[config.mk]
export PLATFORM = sky130hd
export DESIGN_NAME = inst_fetch
export DESIGN_NICKNAME = d
export VERILOG_FILES = /design/src/rtl/inst_fetch.sv
export SDC_FILE = /design/constraint.sdc
export NUM_CORES = 1
export LEC_CHECK = 0
export BUFFER_PORTS_ARGS = -buffer_cell sky130_fd_sc_hd__buf_4
export CORE_ASPECT_RATIO = 2
export CORE_MARGIN = 2
export CORE_UTILIZATION = 50
export DETAILED_ROUTE_END_ITERATION = 7
export PLACE_DENSITY_LB_ADDON = 0.25
export SYNTH_ARGS = -nofsm -noshare
export SYNTH_HDL_FRONTEND = slang
export SYNTH_SLANG_ARGS = --single-unit
[constraint.sdc]
create_clock -name clk -period 4.2 [get_ports clk]
set_clock_uncertainty 0.15 [all_clocks]
set_input_delay 0.21 -clock clk [delete_from_list [all_inputs] [get_ports clk]]
set_output_delay 0.21 -clock clk [all_outputs]
set_load 0.01 [all_outputs]
[src/rtl/inst_fetch.sv]
`default_nettype none
// ============================================================================
//  Module      : inst_fetch
//  Description : Instruction-fetch stage. Takes the fetch PC, prediction bit
//                and PHT index from the PC/PCIF register and issues one read
//                per PC to the instruction memory. At most one read is
//                outstanding at any time. Hands the instruction and its
//                metadata to IF/ID, and stalls the front end until the fetch
//                completes. On flush, any in-flight or stale response is
//                dropped so no wrong-path instruction leaves the stage.
//
//  Ports       : clk, rst                 - clock, synchronous active-high reset
//                flush                    - pipeline flush
//                stall_next_stage         - IF/ID back-pressure
//                is_branch_taken_in,
//                pht_index_in, pc_in      - fetch request from PCIF
//                rom_en/rom_addr/rom_ready- memory request handshake
//                rom_rvalid/rom_rdata     - memory response
//                stall_req                - front-end stall request
//                valid_out, inst_out,
//                addr_err_out, pc_out,
//                is_branch_taken_out,
//                pht_index_out            - instruction presented to IF/ID
//
//  Revision    : 1.0 - initial release
// ============================================================================
module inst_fetch #(
    parameter int ADDR_WIDTH = 32,
    parameter int GHR_WIDTH  = 5,
    parameter int DATA_WIDTH = 32
) (
    input  logic                  clk,
    input  logic                  rst,
    input  logic                  flush,
    input  logic                  stall_next_stage,
    input  logic                  is_branch_taken_in,
    input  logic [GHR_WIDTH-1:0]  pht_index_in,
    input  logic [ADDR_WIDTH-1:0] pc_in,
    output logic                  rom_en,
    output logic [ADDR_WIDTH-1:0] rom_addr,
    input  logic                  rom_ready,
    input  logic                  rom_rvalid,
    input  logic [DATA_WIDTH-1:0] rom_rdata,
    output logic                  stall_req,
    output logic                  valid_out,
    output logic [DATA_WIDTH-1:0] inst_out,
    output logic                  addr_err_out,
    output logic [ADDR_WIDTH-1:0] pc_out,
    output logic                  is_branch_taken_out,
    output logic [GHR_WIDTH-1:0]  pht_index_out
);

    typedef enum logic [1:0] {
        S_IDLE    = 2'd0,
        S_WAIT    = 2'd1,
        S_HOLD    = 2'd2,
        S_DISCARD = 2'd3
    } state_t;

    state_t                r_state;
    state_t                w_state_next;

    logic [ADDR_WIDTH-1:0] r_pc;
    logic                  r_taken;
    logic [GHR_WIDTH-1:0]  r_pht_index;
    logic [DATA_WIDTH-1:0] r_inst_buf;

    logic                  w_misaligned;
    logic                  w_meta_load;
    logic                  w_buf_load;
    logic                  w_fwd_meta;
    logic                  w_rom_en;
    logic                  w_valid;
    logic                  w_addr_err;
    logic [DATA_WIDTH-1:0] w_inst;

    assign w_misaligned = |pc_in[1:0];

    // ------------------------------------------------------------------------
    // State, metadata and instruction buffer
    // ------------------------------------------------------------------------
    always_ff @(posedge clk) begin
        if (rst) begin
            r_state     <= S_IDLE;
            r_pc        <= '0;
            r_taken     <= 1'b0;
            r_pht_index <= '0;
            r_inst_buf  <= '0;
        end else begin
            r_state <= w_state_next;
            if (w_meta_load) begin
                r_pc        <= pc_in;
                r_taken     <= is_branch_taken_in;
                r_pht_index <= pht_index_in;
            end
            if (w_buf_load) begin
                r_inst_buf <= rom_rdata;
            end
        end
    end

    // ------------------------------------------------------------------------
    // Next state and datapath controls
    // ------------------------------------------------------------------------
    always_comb begin
        w_state_next = r_state;
        w_rom_en     = 1'b0;
        w_valid      = 1'b0;
        w_addr_err   = 1'b0;
        w_inst       = '0;
        w_meta_load  = 1'b0;
        w_buf_load   = 1'b0;
        w_fwd_meta   = 1'b0;

        if (!rst) begin
            unique case (r_state)
                S_IDLE: begin
                    if (!flush) begin
                        if (w_misaligned) begin
                            // No memory access; the error is reported in the
                            // same cycle, so metadata is forwarded from the
                            // inputs while it is being captured.
                            w_valid     = 1'b1;
                            w_addr_err  = 1'b1;
                            w_meta_load = 1'b1;
                            w_fwd_meta  = 1'b1;
                        end else begin
                            w_rom_en = 1'b1;
                            if (rom_ready) begin
                                w_meta_load  = 1'b1;
                                w_state_next = S_WAIT;
                            end
                        end
                    end
                end

                S_WAIT: begin
                    if (flush) begin
                        // A response arriving with the flush is simply dropped;
                        // otherwise it is still in flight and must be absorbed.
                        w_state_next = rom_rvalid ? S_IDLE : S_DISCARD;
                    end else if (rom_rvalid) begin
                        w_valid = 1'b1;
                        w_inst  = rom_rdata;
                        if (stall_next_stage) begin
                            w_buf_load   = 1'b1;
                            w_state_next = S_HOLD;
                        end else begin
                            w_state_next = S_IDLE;
                        end
                    end
                end

                S_HOLD: begin
                    w_valid = 1'b1;
                    w_inst  = r_inst_buf;
                    if (!stall_next_stage || flush) begin
                        w_state_next = S_IDLE;
                    end
                end

                S_DISCARD: begin
                    if (rom_rvalid) begin
                        w_state_next = S_IDLE;
                    end
                end

                default: begin
                    w_state_next = S_IDLE;
                end
            endcase

            // Nothing is ever presented while the pipeline is being flushed.
            if (flush) begin
                w_valid    = 1'b0;
                w_addr_err = 1'b0;
                w_inst     = '0;
            end
        end
    end

    // ------------------------------------------------------------------------
    // Outputs
    // ------------------------------------------------------------------------
    assign rom_en       = w_rom_en;
    assign rom_addr     = pc_in;
    assign valid_out    = w_valid;
    assign inst_out     = w_inst;
    assign addr_err_out = w_addr_err;

    // Stall drops during flush so the PC register can load the redirect target.
    assign stall_req = !rst && !(w_valid && !stall_next_stage) && !flush;

    assign pc_out              = rst ? '0   : (w_fwd_meta ? pc_in              : r_pc);
    assign is_branch_taken_out = rst ? 1'b0 : (w_fwd_meta ? is_branch_taken_in : r_taken);
    assign pht_index_out       = rst ? '0   : (w_fwd_meta ? pht_index_in       : r_pht_index);

endmodule
`default_nettype wire

== Yosys cells after proc, flatten, opt, wreduce, memory -nomap -nowiden ==
Cells that the tools add are included.
Widths: inputs -> output; s select.
Word-level totals
  register bits: 72
  bits in latches: 0
  bits in writable memories: 0
  bits in read-only memories: 0
  bits of input ports: 76
  output and inout bits: 106
  logic and storage cells: 70
  memories: 0
Cells by class
  $add $sub $neg: 0
  multiply operators: 0
  divide/modulo/power cells: 0
  magnitude comparators: 0
  eq/ne operators: 9
  shift-type cells: 0
  muxes and demuxes: 45
  bitwise operators: 0
  reductions and logical operators: 11
Operators with widths (number)
  $mux 32: 5
  $pmux 32 s2: 1
  $mux 1: 26
  $mux 2: 9
  $mux 5: 2
  $ne 2x2->1 const B: 5
  $pmux 2 s4: 1
  $reduce_and 6->1: 1
  $eq 2x2->1 const B: 2
  $logic_not 1->1: 4
  $logic_and 1x1->1: 3
  $ne 3x3->1 const B: 1
  $pmux 1 s3: 1
  $eq 2x1->1 const B: 1
  $logic_not 2->1: 1
  $reduce_or 2->1: 1
  $logic_or 1x1->1: 1

== Depth between registers and ports, before layout ==
  depth after elaboration: 9
  gate-level depth with buffers: 8
  depth with buffers taken out: 6

== Worst setup path before layout ==
OpenSTA, ideal clock, no wires.
  path kind: register to output
  start: reg r_state[0]
  end: out pht_index_out[1]
  arrival: 1.494 ns
  data required time: 3.840 ns
  path slack: 2.346 ns
  cell stages (with the launch flop): 8
  buffers on the path: 2
  cells stage by stage: dfxtp_1 > inv_1 > ha_1 > nor3b_2 > o21a_1 > buf_4 > buf_2 > o21ai_0
On the way
  word-level cells in the longest chain between the ends: 5
Ends and longest elaborated chain
  start: declaration: RTL line 60  | state_t r_state;
  start signal: assignment: RTL line 90  | r_state <= w_state_next;
  $logic_not 2->1: RTL line 116  | unique case (r_state)
  $mux 1: RTL line 116
  $mux 1: RTL line 115  | if (!rst) begin
  $mux 5 (2 in a row): RTL line 196  | assign pht_index_out = rst ? '0 : (w_fwd_meta ? pht_index_in : r_pht_index);
  end: declaration: RTL line 50  | output logic [GHR_WIDTH-1:0] pht_index_out
No other way between the ends.

== Final worst setup path ==
  start: reg r_state[0]
  end: out pc_out[30]
On the way
  word-level cells in the longest chain between the ends: 5
Ends and longest elaborated chain
  $logic_not 2->1: RTL line 116
  $mux 1: RTL line 116
  $mux 1: RTL line 115
  $mux 32 (2 in a row): RTL line 194  | assign pc_out = rst ? '0 : (w_fwd_meta ? pc_in : r_pc);
  end: declaration: RTL line 48  | output logic [ADDR_WIDTH-1:0] pc_out,
No other way between the ends.

==> qor.txt <==
count of pins over their slew limit - 0
DR vias - 4,137
pin count of the biggest net entering global routing - 86
grt peak-use layer - met2
CTS sink cnt - 72
Register-to-Register Path Depth - 7
Synth area leaders - dfxtp_1 37%, nand2_1 12%, buf_4 7.4%, a22o_1 6.8%, a22oi_1 6.2%
post-detail-place hpwl - 7060 um
Reg2Reg Launch Point - r_state[1]$_SDFFE_PP0P_
most numerous cell in the Yosys netlist - nand2_1
worst slew pin tran - 1.20 ns
Yosys top cell by area - dfxtp_1
Synth cell types - 31
layout cells sized above 1 - 0.297
final wirelength - 11,000 um
GRT met1 Usage - 0.274
antenna cells - 0
Hold Path Class - in2reg
Worst-Skew Late Latency - 0.33 ns
die area - 8490 um^2
Final Cycle Share - 0.760
antenna violations before repair - 0
root buf cell - clkbuf_16
starting density of the core - 0.512
CP Capture Type - output port
Finished Cell Area - 5840 um^2
arrival time worst endpoint - 2.83 ns
Mapped Nets - 593
Post-Layout Cell Count - 792
Die Width - 66.2 um
Hold Vio Cnt, Final - 0
CTS Buf Count - 9
DRC viols - 0
PwrDens - 323 nW/um^2
vias in the first global route - 3,846
Post-synth top flop - dfxtp_1
routed len/inst - 13.9 um
Seq/Total Area, Yosys - 0.373
Pleak - 2.44 nW
Mapped Area - 3860 um^2
Detailed Routing Iterations Pass 1 - 5
reg2reg setup slack - 1.40 ns
Overflow after GRT - 0
Max Clk Rate - 0.313 GHz
worst setup margin - 1.01 ns
Post-DP Area - 4930 um^2
dpl ws - 1.39 ns
number of synthesized register bits - 72
Die Y-Extent - 128 um
Final min period - 3.19 ns
Synth top area share - 0.373
first-pass GRT wire length - 17,100 um
total global-route track usage - 0.250
M3 GR Usage - 0.0579
DRT iter0 DRCs - 316
Synth Warn # - 0
Mean Syn Cell Area - 7.54 um^2
Final Net Count - 774
H-tree depth - 3
asr flop ratio synth - 0
cell count after synthesis - 512
Final ANT Viol Nets - 0
Finished Core Util - 0.774
EDFF count, synth - 0
num rows - 45
CTS tree - done
met2 usage - 0.448
hold path startpoint - pc_in[29]
Fin Setup TNS - 0 ns
CP max FO - 73
cell total after placement - 717
post_cts resized - 0
clock tree buffer depth - 2
Slew HR - 0.199
status - finished, final reports clean
Core ar. - 7540 um^2
Worst setup SP type - flip-flop
kind of critical path - reg2out
clock slew at reported path FFs - 0.06 ns
Required @ worst endpoint - 3.84 ns
synthesis-to-layout area growth - 51.1%
RSZ-0062 raised after global routing - no
worst IR drop on VDD - 0.286 mV
Max Cap Viol - 0
Final Power - 1.89 mW
I/O pins - 182
Via density - 5.22
gp weighted congestion - 0.761
Final setup viols - 0
worst hold endpoint - r_pc[29]$_SDFFE_PP0P_
reg-to-reg endpoint - r_inst_buf[24]$_SDFFE_PP0P_
# port buffers - 181
hold slack - 0.0101 ns
most frequent cells after synthesis - 119 x nand2_1, 72 x dfxtp_1, 46 x a21oi_1
WHS Path Cells - 3
==> repair_timing <==
item | in CTS | in global routing
endpoints found under the hold margin | 59 | 0
setup buffers | 0 | 0
hold buffers | 59 | 0
==> layout make-up <==
cell class / instances / area, um^2
timing repair buffer: 244 / 1980
multi-input combinational: 362 / 1970
fill: 549 / 1710
sequential: 72 / 1440
clock buffer: 12 / 267
tap: 94 / 118
clock inverter: 4 / 51.3
inverter: 4 / 15.0
==> worst max-delay path by stage <==
| stage | cells past startpoint | slack (ns) | end | start |
|---|---|---|---|---|
| after floorplan | 7 | 2.35 | pht_index_out[1] | r_state[0]$_SDFFE_PP0P_ |
| after global placement | 5 | 1.49 | pc_out[31] | rst |
| after detailed placement | 6 | 1.39 | pc_out[31] | r_state[0]$_SDFFE_PP0P_ |
| after CTS | 6 | 1.02 | pc_out[31] | r_state[0]$_SDFFE_PP0P_ |
| after global routing | 6 | 0.73 | pc_out[31] | r_state[1]$_SDFFE_PP0P_ |
| final | 6 | 1.01 | pc_out[30] | r_state[0]$_SDFFE_PP0P_ |
==> routing by layer <==
| metal | routed length (um) | part of all wire |
|---|---|---|
| met5 | 0 | 0 |
| met4 | 230 | 0.021 |
| met3 | 699 | 0.064 |
| met2 | 6030 | 0.55 |
| met1 | 4030 | 0.37 |
==> power by group <==
group          internal, mW  total (mW)  switching (mW)
sequential            0.710       0.725          0.0143
clock                 0.508       0.788           0.280
combinational         0.190       0.375           0.185
==> sequential cells by signal (all words and copies together), names as in the netlist <==
name         cells
r_taken          1
r_state          2
r_pht_index      5
r_inst_buf      32
r_pc            32
==> cells in the final DEF (no fill, tap or decap), types with 4 or more instances in the layout <==
| cell type | Yosys | routed |
|---|---|---|
| a21oi_1 | 46 | 45 |
| buf_4 | 38 | 185 |
| dfxtp_1 | 72 | 72 |
| clkbuf_16 | 0 | 9 |
| a22oi_1 | 32 | 32 |
| inv_1 | 4 | 4 |
| nand2b_1 | 37 | 37 |
| nand2_1 | 119 | 119 |
| dlygate4sd3_1 | 0 | 59 |
| o21ai_0 | 37 | 37 |
| a22o_1 | 30 | 30 |
| nor2_1 | 36 | 35 |
| ha_1 | 5 | 5 |
==> cell families after synthesis <==
logic type | after synthesis | synth area share
compound gates | 153 | 0.255
fa+ha+maj | 5 | 0.0162
buf+inv | 78 | 0.123
flops | 72 | 0.373
mux | 1 | 0.00259
simple gates | 203 | 0.230
==> critical path, cell delays in order, from the launching register on <==
cell,delay (ns)
dfxtp_1,0.34
inv_1,0.12
ha_1,0.20
nor3b_2,0.34
o21a_2,0.94
o21ai_0,0.31
buf_4,0.22
(Power assumes the default switching activity.)
